### config.mk
export PLATFORM = sky130hd
export DESIGN_NAME = arbitro_regs_flat
export DESIGN_NICKNAME = d
export VERILOG_FILES = /design/src/rtl/arbitro_regs_if.sv /design/src/rtl/arbitro_regs.sv /design/src/flat_wrapper.sv
export SDC_FILE = /design/constraint.sdc
export NUM_CORES = 1
export LEC_CHECK = 0
export CAP_MARGIN = 20
export CORE_ASPECT_RATIO = 1.5
export CORE_MARGIN = 2
export CORE_UTILIZATION = 36
export CTS_CLUSTER_DIAMETER = 100
export DETAILED_ROUTE_END_ITERATION = 10
export PLACE_DENSITY = 0.77
export SYNTH_ARGS = -nofsm -noshare
export SYNTH_HDL_FRONTEND = slang
export SYNTH_SLANG_ARGS = --single-unit
### constraint.sdc
create_clock -name clk -period 2.3 [get_ports clk]
set_clock_uncertainty 0.05 [all_clocks]
set_input_delay 0.46 -clock clk [delete_from_list [all_inputs] [get_ports clk]]
set_output_delay 0.46 -clock clk [all_outputs]
set_load 0.005 [all_outputs]
### src/rtl/arbitro_regs_if.sv
// Requester-side bus of the regs load arbiter: request/data in, grant/load strobes out.
// master = requesters plus downstream regs, slave = arbiter.
interface arbitro_regs_if #(
  parameter int N_REQ = 4,
  parameter int WIDTH = 25,
  parameter int ID_W  = 2
);
  logic [N_REQ-1:0]       req;
  logic [N_REQ*WIDTH-1:0] dato;
  logic [N_REQ-1:0]       ack;
  logic [WIDTH-1:0]       reg_in;
  logic                   leer;
  logic [ID_W-1:0]        grant_id;
  logic                   valido;
  logic                   ocupado;

  modport master (
    output req, dato,
    input  ack, reg_in, leer, grant_id, valido, ocupado
  );

  modport slave (
    input  req, dato,
    output ack, reg_in, leer, grant_id, valido, ocupado
  );
endinterface

### src/rtl/arbitro_regs.sv
// Round-robin arbiter that loads one requester's word into the shared regs
// holding register, then blocks further loads for HOLD cycles.
module arbitro_regs #(
  parameter int N_REQ = 4,
  parameter int WIDTH = 25,
  parameter int ID_W  = 2,
  parameter int HOLD  = 3
) (
  input  logic           clk,
  input  logic           rst_n,
  arbitro_regs_if.slave  io_bus
);
  localparam int IW = ID_W + 1;

  typedef enum logic [1:0] {IDLE, CARGA, ESPERA} state_t;

  state_t            r_state, w_state_next;
  logic [ID_W-1:0]   r_ptr, w_ptr_next, w_ptr_inc;
  logic [3:0]        r_cnt, w_cnt_next;
  logic [WIDTH-1:0]  r_reg_in, w_reg_in_next;
  logic [N_REQ-1:0]  r_ack, w_ack_next;
  logic              r_leer, w_leer_next;
  logic [ID_W-1:0]   r_grant_id, w_grant_id_next;
  logic              r_valido, w_valido_next;
  logic              r_ocupado;

  logic [IW-1:0]     w_idx [N_REQ];
  logic [WIDTH-1:0]  w_word [N_REQ];
  logic              w_found;
  logic [ID_W-1:0]   w_winner;

  // w_idx[k] is the requester visited k-th when the search starts at r_ptr
  genvar gi;
  generate
    for (gi = 0; gi < N_REQ; gi++) begin : g_req
      logic [IW-1:0] w_sum;
      assign w_sum      = {1'b0, r_ptr} + IW'(gi);
      assign w_idx[gi]  = (w_sum >= IW'(N_REQ)) ? w_sum - IW'(N_REQ) : w_sum;
      assign w_word[gi] = io_bus.dato[gi*WIDTH +: WIDTH];
    end
  endgenerate

  // Descending scan so the earliest position in the rotation wins
  always_comb begin
    w_found  = 1'b0;
    w_winner = '0;
    for (int k = N_REQ - 1; k >= 0; k--) begin
      if (io_bus.req[w_idx[k][ID_W-1:0]]) begin
        w_found  = 1'b1;
        w_winner = w_idx[k][ID_W-1:0];
      end
    end
  end

  assign w_ptr_inc = (r_grant_id == ID_W'(N_REQ - 1)) ? '0 : r_grant_id + 1'b1;

  always_comb begin
    w_state_next    = r_state;
    w_ptr_next      = r_ptr;
    w_cnt_next      = r_cnt;
    w_reg_in_next   = r_reg_in;
    w_grant_id_next = r_grant_id;
    w_ack_next      = '0;
    w_leer_next     = 1'b0;
    w_valido_next   = 1'b0;
    case (r_state)
      IDLE: begin
        if (w_found) begin
          w_state_next         = CARGA;
          w_reg_in_next        = w_word[w_winner];
          w_grant_id_next      = w_winner;
          w_ack_next[w_winner] = 1'b1;
          w_leer_next          = 1'b1;
        end
      end
      CARGA: begin
        w_state_next  = ESPERA;
        w_ptr_next    = w_ptr_inc;
        w_valido_next = 1'b1;
        w_cnt_next    = 4'(HOLD - 1);
      end
      ESPERA: begin
        if (r_cnt == 4'd0) begin
          w_state_next = IDLE;
        end else begin
          w_cnt_next = r_cnt - 4'd1;
        end
      end
      default: w_state_next = IDLE;
    endcase
  end

  always_ff @(posedge clk) begin
    if (!rst_n) begin
      r_state    <= IDLE;
      r_ptr      <= '0;
      r_cnt      <= '0;
      r_reg_in   <= '0;
      r_ack      <= '0;
      r_leer     <= 1'b0;
      r_grant_id <= '0;
      r_valido   <= 1'b0;
      r_ocupado  <= 1'b0;
    end else begin
      r_state    <= w_state_next;
      r_ptr      <= w_ptr_next;
      r_cnt      <= w_cnt_next;
      r_reg_in   <= w_reg_in_next;
      r_ack      <= w_ack_next;
      r_leer     <= w_leer_next;
      r_grant_id <= w_grant_id_next;
      r_valido   <= w_valido_next;
      r_ocupado  <= (w_state_next != IDLE);
    end
  end

  assign io_bus.ack      = r_ack;
  assign io_bus.reg_in   = r_reg_in;
  assign io_bus.leer     = r_leer;
  assign io_bus.grant_id = r_grant_id;
  assign io_bus.valido   = r_valido;
  assign io_bus.ocupado  = r_ocupado;
endmodule

### src/flat_wrapper.sv
// flat-port wrapper written by rule: the top's interface ports become plain ports
module arbitro_regs_flat 
#(
  parameter int N_REQ = 4,
  parameter int WIDTH = 25,
  parameter int ID_W  = 2,
  parameter int HOLD  = 3
)
  (clk, rst_n, io_bus_req, io_bus_dato, io_bus_ack, io_bus_reg_in, io_bus_leer, io_bus_grant_id, io_bus_valido, io_bus_ocupado);
  arbitro_regs_if #(.N_REQ(N_REQ), .WIDTH(WIDTH), .ID_W(ID_W)) io_bus_i ();
  input  logic clk;
  input  logic rst_n;
  input wire logic [$bits(io_bus_i.req)-1:0] io_bus_req;
  input wire logic [$bits(io_bus_i.dato)-1:0] io_bus_dato;
  output wire logic [$bits(io_bus_i.ack)-1:0] io_bus_ack;
  output wire logic [$bits(io_bus_i.reg_in)-1:0] io_bus_reg_in;
  output wire logic [$bits(io_bus_i.leer)-1:0] io_bus_leer;
  output wire logic [$bits(io_bus_i.grant_id)-1:0] io_bus_grant_id;
  output wire logic [$bits(io_bus_i.valido)-1:0] io_bus_valido;
  output wire logic [$bits(io_bus_i.ocupado)-1:0] io_bus_ocupado;
  assign io_bus_i.req = io_bus_req;
  assign io_bus_i.dato = io_bus_dato;
  assign io_bus_ack = io_bus_i.ack;
  assign io_bus_reg_in = io_bus_i.reg_in;
  assign io_bus_leer = io_bus_i.leer;
  assign io_bus_grant_id = io_bus_i.grant_id;
  assign io_bus_valido = io_bus_i.valido;
  assign io_bus_ocupado = io_bus_i.ocupado;
  arbitro_regs #(.N_REQ(N_REQ), .WIDTH(WIDTH), .ID_W(ID_W), .HOLD(HOLD)) u_core (.clk(clk), .rst_n(rst_n), .io_bus(io_bus_i));
endmodule
Yosys cells after proc, flatten, opt, wreduce, memory -nomap -nowiden
Index checks and enable logic that the tools add are counted.
Cells by class
  $lt $le $gt $ge: 11
  reductions and logical operators: 9
  eq/ne operators: 4
  $add $sub $neg: 9
  bitwise gates (word level): 1
  mux-type cells: 33
Operator list (count)
  $bmux W25 S2: 1
  $mux W25: 2
  $mux W2: 11
  $lt A2 B3 Y1 const B: 5
  $ge A3 B3 Y1 const B: 4
  $mux W1: 11
  $bmux W1 S2: 4
  $pmux W4 S2: 1
  $sub A2 B1 Y2 const B: 4
  $add A2 B2 Y3 const B: 2
  $pmux W2 S3: 1
  $reduce_and A2 Y1: 3
  $eq A2 B2 Y1 const B: 2
  $logic_not A4 Y1: 1
  $mux W4: 1
  $reduce_bool A2 Y1: 2
  $sub A4 B1 Y4 const B: 1
  $add A2 B1 Y3 const B: 1
  $ge A2 B3 Y1 const B: 1
  $not A2 Y3: 1
  $reduce_and A3 Y1: 1
  $add A2 B1 Y2 const B: 1
  $demux W1 S2: 1
  $eq A2 B1 Y1 const B: 1
  other kinds (4): 4
Storage, ports and cells
  word-level logic and storage cells: 76
  bits of input ports: 106
  register bits after elaboration: 42
  output and inout port bits: 34

Depth between registers and ports, before layout
  depth in word-level cells: 13
  gate-level depth with buffers: 8

Worst setup path before layout
Ideal clock, no wire load.
  path kind: input to register
  start point: input io_bus_req[0]
  end point: register u_core.r_reg_in[10], in the netlist u_core.io_bus.reg_in[10]
  stages on the path: 8
  path buffers: 3
  arrival: 1.688 ns
  path slack: 0.428 ns
  required time: 2.115 ns
  setup time: 0.135 ns
  cells stage by stage: clkbuf_2 or2b_1 a21oi_1 a211o_1 buf_6 buf_6 mux2i_1 o221ai_1
Between the ends
  cells in the longest elaborated chain, start to end: 10
  elaborated cells on any way between the ends: 21
  those cells by class: mux: 19; bitwise: 1; reduce/logical: 1
Ends and longest elaborated chain
  start: declaration: RTL line flat_wrapper.sv:13  | input wire logic [$bits(io_bus_i.req)-1:0] io_bus_req;
  $bmux W1 S2: RTL line arbitro_regs.sv:48  | if (io_bus.req[w_idx[k][ID_W-1:0]]) begin
  $mux W1 (not written as such): RTL line arbitro_regs.sv:48
  $mux W2 (4 in a row): RTL line arbitro_regs.sv:48
  $not A2 Y3 (not written as such): RTL line arbitro_regs.sv:70  | w_reg_in_next = w_word[w_winner];
  $bmux W25 S2: RTL line arbitro_regs.sv:70
  $mux W25 (not written as such) (2 in a row): RTL line arbitro_regs.sv:70
  end signal: assignment: RTL line arbitro_regs.sv:108  | r_reg_in <= w_reg_in_next;
  end: declaration: RTL line arbitro_regs.sv:20  | logic [WIDTH-1:0] r_reg_in, w_reg_in_next;
Several ways; a longest one is shown, not always the timed one. The select of a mux whose other input is x is not followed.
A chain may end at the register's enable or synchronous reset.

Worst setup path after layout
  start point: input io_bus_req[0]
  end point: register u_core.r_reg_in[9], in the netlist u_core.io_bus.reg_in[9]
The elaborated chain is that of the path after synthesis.

==> results by group <==
Power
  • PnR Total Power: about 2.2 mW
  • Pleak: 1.613 nW
  • PD cells: 572.4 nW/um2
  • IR drop worst, VDD: between 0.3 and 0.4 mV

Global route
  • First-pass GRT wire length: approximately 11,000 um
  • Largest net degree at the start of global routing: 26
  • Most used routing layer: met2
  • GR Util met1: 0.2166
  • Grt met3 use: 0.06050
  • Initial antenna violation count: 0
  • Vias in the first global route: 2,351
  • Grt ovf: 0
  • Met2 Use GR: 0.4162
  • Gr usage total: 0.2186

Synthesis
  • Post-synthesis cell count: 231
  • Area leader, netlist: dfxtp_1
  • Top cells by area, synth: dfxtp_1 (39%), mux2i_1 (12%), o221ai_1 (11%)
  • Syn Std Cell Area: between 2000 and 2500 um2
  • Post-Syn Area per Cell: between 9 and 10 um2
  • Yosys reg bits: 42
  • Top-count cell post-synth: dfxtp_1
  • Syn nets: 340
  • Cell variety after synth: 33
  • Share of the synthesized area in the top cell type: 0.3925
  • Async S/R FF share, synth: 0
  • Post-synth top cells: dfxtp_1 (42), inv_1 (33), o221ai_1 (27), mux2i_1 (26), a22oi_1 (25)
  • EDFF count, synth: 0
  • Ys Warns: 0
  • Top_reg_cell synth: dfxtp_1
  • Seq/Total Area, Yosys: 0.3925

Job
  • Total of max-cap violations: 0

Floorplan
  • Initial core utilization: 0.3702
  • Site row count: 34
  • DIE AREA: 6596 um2
  • Core area: between 5000 and 6000 um2
  • Ports: 140
  • Die width: about 67 um
  • Vert. Die Dim: a little under 100 um

Timing
  • Peak Freq: between 400 and 500 MHz
  • Worst slew margin: 0.5853
  • Final hold vios: 0
  • Setup violators final: 0
  • Fin crit period: around 2.1 ns
  • Max-slew violations: 0
  • Fin Hold WS: 0.4385 ns
  • Slew @ Worst Pin: ~0.62 ns
  • RSZ-0062 raised after global routing: no
  • Final period util: 0.9320

Clocking
  • Clk pin slew, worst setup/hold paths: 0.08 ns
  • CTS max path bufs: 2
  • TritonCTS buffer count: 5
  • CTS tree: built
  • Clock Sink Count: 42
  • Clk root buf: clkbuf_8
  • Post-CTS setup buffers: 0
  • Skew-Pair Late Insertion Delay: ~0.29 ns
  • H-tree Lvls: 2

Detailed routing
  • Pre-antenna DRT Iters: 4
  • Vias: between 2,000 and 2,500
  • Antenna-violating nets left: 0
  • DRC viols: 0
  • Post-DR wirelength/cell: ~16 um
  • Total Wirelength: 7234 um
  • Vias per cell: between 5 and 6
  • Starting DRT DRC Count: slightly below 90

Worst hold path
  • Hold Path Class: flip-flop to flip-flop
  • Hold Crit Start: u_core.io_bus.grant_id[1]

Final layout
  • Area delta synth->final: 78.39%
  • Layout cells sized above 1: 0.07632
  • Antenna Diode Count: 0
  • Fin nets: ~490

Setup path
  • Setup crit end kind: flip-flop
  • Critical path startpoint category: primary input
  • Arr. time, crit path: between 2 and 2.5 ns
  • Critical path start-end classification: primary input to flip-flop
  • Crit-path max cell delay: 0.49 ns
  • Crit path max fanout: 18
  • R2r startpoint: u_core.r_ptr[1]
  • Worst EP required: around 2.4 ns
  • CP cell instances: clkdlybuf4s50_1 -> buf_4 -> or2b_1 -> a21oi_1 -> a211o_1 -> buf_12 -> mux2i_1 -> o221ai_1
  • Slowest cell on crit path: clkdlybuf4s50_1
  • CP startpoint: io_bus_req[0]

Outcome
  • Outcome: finished clean

Placed design
  • Final HPWL DP: 5722 um
  • Port Buf Inserts: about 140
  • Placer Congestion: slightly above 0.8
==> cell type report <==
cell class,count,area [um2]
clock inverters,2,37.54
repair buffers,156,1582
inverters,33,123.9
flip-flops and latches,42,840.8
well taps,72,90.09
clock buffers,6,72.57
multi-input cells,141,1075
fillers,499,1964
==> registers in the layout (all words and copies together), names as in the netlist <==
| register | cells |
|---|---|
| u_core.r_cnt | 4 |
| u_core.r_state | 2 |
| u_core.io_bus.leer | 1 |
| u_core.io_bus.grant_id | 2 |
| u_core.io_bus.ocupado | 1 |
| u_core.io_bus.valido | 1 |
| u_core.r_ptr | 2 |
| u_core.io_bus.ack | 4 |
| u_core.io_bus.reg_in | 25 |
==> report_power, final <==
part	leakage [nW]	total [mW]	switching, mW	internal (mW)
clock	0.0514	0.579	0.255	0.324
sequential	0.346	0.873	0.0540	0.819
combinational	1.22	0.735	0.274	0.461
total	1.61	2.19	0.583	1.60
==> logic make-up (layout without fill, tap and decap cells) <==
logic type | after synthesis | count (layout) | share of synthesized area
flops | 42 | 42 | 0.3925
compound gates | 72 | 72 | 0.2529
fa+ha+maj | 3 | 3 | 0.01753
buf+inv | 48 | 197 | 0.1092
mux | 26 | 26 | 0.1215
xor+xnor | 1 | 1 | 0.004090
simple gates | 39 | 39 | 0.1022
==> repair_timing <==
action,4_1_cts,5_1_grt
hold buffers,0,0
endpoints found under the hold margin,0,0
setup endpoints to repair,25,0
resized for setup,1,0
==> cells in the final DEF (no fill, tap or decap), types with 5 or more instances in the layout <==
| master | count |
|---|---|
| dfxtp_1 | 42 |
| nor2_1 | 11 |
| inv_1 | 33 |
| buf_4 | 12 |
| a22oi_1 | 25 |
| clkbuf_8 | 5 |
| nand2_1 | 6 |
| a21oi_1 | 10 |
| mux2i_1 | 26 |
| clkdlybuf4s50_1 | 139 |
| buf_12 | 5 |
| nor3_1 | 5 |
| o221ai_1 | 27 |
==> per-layer routing <==
layer,part of all wire,vias to the layer above
met5,0,-
met4,0.018,0
met3,0.085,11
met2,0.55,89
met1,0.35,1084
li1,-,1148
==> critical path, delay by kind of cell <==
family          cells  cell delay (ns)
compound gates      3             0.44
buf+inv             3             0.83
mux                 1             0.26
simple gates        1             0.25
==> per-stage QoR <==
stage | worst slack (ns) | cell area (um2) | TNS (ns) | util | std cells
2_1_floorplan | 0.4277 | 2142 | 0 | - | 231
3_3_place_gp | -0.3489 | 3706 | -8.383 | 0.6406 | 444
3_5_place_dp | -0.4598 | 3706 | -10.98 | 0.6406 | 444
4_1_cts | 0.1463 | 3821 | 0 | 0.6605 | 452
5_1_grt | 0.01296 | 3821 | 0 | 0.6605 | 452
6_report | 0.1564 | 3821 | 0 | 0.6605 | 452
==> worst paths after layout <==
path	to	slack, ns	cells past startpoint
worst min-delay path	u_core.io_bus.grant_id[1]	0.44	2
worst max register to register	u_core.io_bus.reg_in[1]	0.55	6
worst min register to register	u_core.io_bus.grant_id[1]	0.44	2
worst max-delay path	u_core.io_bus.reg_in[9]	0.16	8
Power figures use the tool's default switching activity.
